<file path="src/rtl/riscv_pkg.sv">
// Shared IITB-RISC constants and the LM/SM sequencer state encoding.
package riscv_pkg;

    localparam int unsigned DATA_W = 16;
    localparam int unsigned ADDR_W = 16;
    localparam int unsigned NREG   = 8;
    localparam int unsigned REG_AW = 3;

    typedef enum logic [1:0] {
        IDLE,
        XFER,
        DONE
    } seq_state_t;

endpackage

</file>
<file path="src/rtl/lowest_set_bit_enc.sv">
// Priority encoder: index of the lowest set bit (bit 0 wins) plus a valid flag.
module lowest_set_bit_enc #(
    parameter int unsigned N = 8,
    parameter int unsigned W = 3
) (
    input  logic [N-1:0] vec,
    output logic [W-1:0] idx,
    output logic         valid
);

    // Scan from the top down so the lowest set bit is the last one to assign.
    always_comb begin
        idx   = '0;
        valid = 1'b0;
        for (int i = int'(N) - 1; i >= 0; i--) begin
            if (vec[i]) begin
                idx   = W'(i);
                valid = 1'b1;
            end
        end
    end

endmodule

</file>
<file path="src/rtl/lm_sm_sequencer.sv">
// Load-multiple / store-multiple sequencer: walks a register mask in ascending
// order and performs one memory transfer per selected register.
module lm_sm_sequencer
    import riscv_pkg::*;
(
    input  logic              clk,
    input  logic              rst_n,
    input  logic              start,
    input  logic              is_lm,
    input  logic [ADDR_W-1:0] base_addr,
    input  logic [NREG-1:0]   mask,
    output logic              busy,
    output logic              done,
    output logic              mem_req,
    output logic              mem_we,
    output logic [ADDR_W-1:0] mem_addr,
    output logic [DATA_W-1:0] mem_wdata,
    input  logic [DATA_W-1:0] mem_rdata,
    input  logic              mem_ack,
    output logic [REG_AW-1:0] rf_rd_addr,
    input  logic [DATA_W-1:0] rf_rd_data,
    output logic              rf_wr_en,
    output logic [REG_AW-1:0] rf_wr_addr,
    output logic [DATA_W-1:0] rf_wr_data
);

    seq_state_t        state_q, state_d;
    logic [ADDR_W-1:0] addr_q, addr_d;
    logic [NREG-1:0]   rem_q, rem_d;
    logic              lm_q, lm_d;

    logic [REG_AW-1:0] idx;
    logic              idx_valid;
    logic [NREG-1:0]   rem_clr;

    lowest_set_bit_enc #(
        .N (NREG),
        .W (REG_AW)
    ) u_enc (
        .vec   (rem_q),
        .idx   (idx),
        .valid (idx_valid)
    );

    // State and latched operation parameters; reset aborts any transfer.
    always_ff @(posedge clk or negedge rst_n) begin
        if (!rst_n) begin
            state_q <= IDLE;
            addr_q  <= '0;
            rem_q   <= '0;
            lm_q    <= 1'b0;
        end else begin
            state_q <= state_d;
            addr_q  <= addr_d;
            rem_q   <= rem_d;
            lm_q    <= lm_d;
        end
    end

    // Next-state and output decode; every output defaults to 0.
    always_comb begin
        state_d    = state_q;
        addr_d     = addr_q;
        rem_d      = rem_q;
        lm_d       = lm_q;
        rem_clr    = rem_q & ~(NREG'(1) << idx);
        busy       = 1'b0;
        done       = 1'b0;
        mem_req    = 1'b0;
        mem_we     = 1'b0;
        mem_addr   = '0;
        mem_wdata  = '0;
        rf_rd_addr = '0;
        rf_wr_en   = 1'b0;
        rf_wr_addr = '0;
        rf_wr_data = '0;

        unique case (state_q)
            IDLE: begin
                if (start) begin
                    addr_d  = base_addr;
                    rem_d   = mask;
                    lm_d    = is_lm;
                    state_d = (mask != '0) ? XFER : DONE;
                end
            end
            XFER: begin
                busy       = 1'b1;
                mem_req    = 1'b1;
                mem_we     = ~lm_q;
                mem_addr   = addr_q;
                rf_rd_addr = idx;
                mem_wdata  = rf_rd_data;
                // Without an ack everything holds, so the request stays stable.
                if (mem_ack && idx_valid) begin
                    if (lm_q) begin
                        rf_wr_en   = 1'b1;
                        rf_wr_addr = idx;
                        rf_wr_data = mem_rdata;
                    end
                    rem_d  = rem_clr;
                    addr_d = addr_q + ADDR_W'(1);
                    if (rem_clr == '0) begin
                        state_d = DONE;
                    end
                end
            end
            DONE: begin
                busy    = 1'b1;
                done    = 1'b1;
                state_d = IDLE;
            end
            default: begin
                state_d = IDLE;
            end
        endcase
    end

endmodule

</file>
<file path="config.mk">
export PLATFORM = sky130hd
export DESIGN_NAME = lm_sm_sequencer
export DESIGN_NICKNAME = d
export VERILOG_FILES = /design/src/rtl/riscv_pkg.sv /design/src/rtl/lowest_set_bit_enc.sv /design/src/rtl/lm_sm_sequencer.sv
export SDC_FILE = /design/constraint.sdc
export NUM_CORES = 1
export LEC_CHECK = 0
export ABC_AREA = 1
export BUFFER_PORTS_ARGS = -buffer_cell sky130_fd_sc_hd__buf_2
export CAP_MARGIN = 20
export CORE_ASPECT_RATIO = 1.2
export CORE_UTILIZATION = 49
export DETAILED_ROUTE_END_ITERATION = 12
export GPL_TIMING_DRIVEN = 0
export PLACE_DENSITY = 0.87
export SLEW_MARGIN = 30
export SYNTH_ARGS = -nofsm -noshare
export SYNTH_HDL_FRONTEND = slang
export SYNTH_SLANG_ARGS = --single-unit
</file>
<file path="constraint.sdc">
create_clock -name clk -period 2.5 [get_ports clk]
set_input_delay 0.125 -clock clk [delete_from_list [all_inputs] [get_ports clk]]
set_output_delay 0.125 -clock clk [all_outputs]
set_load 0.02 [all_outputs]
</file>
==> results.sh <==
export IMPL_clk_path_buf_depth=2
export IMPL_finalSetupTns_ns=0
export IMPL_drtIter0Drc=96
export IMPL_reg2reg_depth=10
export IMPL_fin_total_pwr_mw=3.63
export IMPL_r2r_end="addr_q[12]"
export IMPL_hold_violations=0
export IMPL_startpoint_type="register"
export IMPL_fin_skew_ns=0.00749
export IMPL_die_h_um=75.5
export IMPL_stdcell_area_um2=2930
export IMPL_async_flop_share_pct=100
export IMPL_arrival_ns=2.14
export IMPL_place_area_um2=2870
export IMPL_hold_start="mask[4]"
export IMPL_power_density_nw_per_um2=1240
export IMPL_period_needed_ns=2.27
export IMPL_synth_top_area_share_pct=30.6
export IMPL_hold_depth=3
export IMPL_final_cell_mix="buf_2, nand2_1, inv_1"
export IMPL_drt_total_wl_um=6230
export IMPL_wire_per_inst_um=11.7
export IMPL_crit_path_max_fanout=10
export IMPL_antenna_found_initial=0
export IMPL_ys_warn_count=0
export IMPL_die_area_um2=4780
export IMPL_cts_sinks=27
export IMPL_slew_headroom_pct=57.4
export IMPL_layout_commonest_cell="buf_2"
export IMPL_pin_count=120
export IMPL_post_cts_buffers=0
export IMPL_start_util_pct=51.4
export IMPL_fin_ws_ns=0.233
export IMPL_min_to="rem_q[4]"
export IMPL_vias=2638
export IMPL_worstSkewPairLatency_ns=0.28
export IMPL_yosysSeqAreaShare_pct=30.6
export IMPL_core_um2=4290
export IMPL_hold_class="input pin to register"
export IMPL_cp_required_ns=2.38
export IMPL_cts_htree_levels=1
export IMPL_gp_congestion=0.912
export IMPL_fin_nets=545
export IMPL_setup_violations=0
export IMPL_yosys_top_cells_area="dfrtp_1, nand2_1, inv_1"
export IMPL_grt_pass1_vias=2210
export IMPL_path_clk_slew_ns=0.10
export IMPL_rows=26
export IMPL_grt_max_degree=28
export IMPL_grt_pass1_wl_um=9600
export IMPL_path_class="register to output port"
export IMPL_synthFlopType="dfrtp_1"
export IMPL_multi_input_area_um2=1150
export IMPL_cap_violations=0
export IMPL_drc=0
export IMPL_syn_area_um2=2210
export IMPL_fmax_mhz=441
export IMPL_seqCellArea_um2=676
export IMPL_synth_enable_flop_cells=0
export IMPL_synth_top_cell_by_area="dfrtp_1"
export IMPL_drive_above_1_share_pct=32.4
export IMPL_r2r_start="state_q[1]"
export IMPL_grtUsageTotal_pct=25.5
export IMPL_fp_dieW_um=63.3
export IMPL_r2r_slack_ns=0.57
export IMPL_nFillCells=389
export IMPL_syn_avg_cell_area_um2=6.22
export IMPL_firstDrtPassIters=5
export IMPL_ctsRootBufferMaster="clkbuf_8"
export IMPL_ant_nets=0
export IMPL_status="complete, no violations"
export IMPL_worst_slew_pin_slew_ns=0.638
export IMPL_netlist_instances=355
export IMPL_cp_end_kind="output port"
export IMPL_antenna_cells=0
export IMPL_slew_violations=0
export IMPL_cts_tree="done"
export IMPL_yosys_register_bits=27
export IMPL_syn_to_final_growth_pct=32.7
export IMPL_grt_setup_unrepaired="false"
export IMPL_dp_hpwl_um=4890
export IMPL_numCtsBuffers=3
export IMPL_avgViaCountPerCell=4.93
export IMPL_p_leak_nw=1.92
export IMPL_place_ws_ns=0.531
export IMPL_finalCritPeriodShare_pct=90.7
export IMPL_numPortBuffers=119
export IMPL_gr_total_overflow=0
export IMPL_ir_worst_vdd_uv=628
export IMPL_ys_types=35
export IMPL_syn_nets=420
## cell families after synthesis
kind of cell	count (synthesis)	share of synthesized area, %
adder cells (fa/ha/maj)	4	2.27
multiplexers	3	1.47
flip-flops	27	30.6
AND/OR/NAND/NOR	169	31.9
AO/OA/AOI/OAI	61	16.6
buffers and inverters	91	17.2
## power breakdown
group	leakage [nW]	switching [mW]	internal, mW
Combinational	1.57	1.64	0.863
Clock	0.0228	0.150	0.115
Sequential	0.330	0.204	0.659
## layout make-up
class	instances	area share [%]
multi-input combinational	237	39.4
inverter	77	9.87
sequential	27	23.1
buffer	14	3.08
clock buffer	4	1.54
timing repair buffer	120	20.7
tap	56	2.39
## worst max path at each step
stage                          start            end  slack (ns)  cells past startpoint
after floorplan           state_q[1]  rf_wr_addr[0]        0.34                      7
after global placement    state_q[1]  rf_wr_addr[0]        0.61                      8
after detailed placement  state_q[1]  rf_wr_data[7]        0.53                      8
after CTS                 state_q[1]  rf_wr_data[7]        0.22                      8
after global routing      state_q[1]  rf_wr_data[7]        0.07                      8
final                     state_q[1]  rf_wr_data[7]        0.23                      8
## layer usage
metal / global-route usage [%] / vias up / wire length (µm)
li1: - / 1343 / -
met1: 30.2 / 1174 / 2520
met2: 47.4 / 106 / 3200
met3: 2.54 / 15 / 362
met4: 11.4 / 0 / 157
met5: 0 / - / 0
## worst max-delay path: stages, from the launching register on
cell	delay [ns]
dfrtp_1	0.41
inv_1	0.08
ha_1	0.35
inv_2	0.14
nor3_2	0.30
inv_2	0.12
buf_2	0.19
nor2_1	0.10
buf_2	0.17
## cell usage after synthesis (all sizes together), types with 2 or more instances
library cell,n
nor3,6
nand3,9
mux2,2
nor4,2
o211ai,5
nand4,5
dfrtp,27
o21ai,30
ha,4
o22ai,3
a21oi,19
inv,76
buf,14
nand2,101
nor2,44
and3,2
## timing repair
| action | CTS | global route |
|---|---|---|
| resized for setup | 0 | 0 |
| hold endpoints to repair | 27 | 0 |
| hold buffers | 1 | 0 |
## sequential cells by signal, indices dropped and copies added (netlist names)
signal,cells
addr_q,16
rem_q,8
state_q,2
lm_q,1
## stage by stage
| stage | instances | hold WS (ns) | util, % |
|---|---|---|---|
| final | 535 | 0.0850 | 68.2 |
| after global routing | 535 | 0.104 | 68.2 |
| after CTS | 535 | 0.0896 | 68.2 |
| after detailed placement | 530 | 0.181 | 66.9 |
| after global placement | 530 | 0.178 | 66.9 |
| after floorplan | 355 | -0.171 | - |
(Power assumes the default switching activity.)
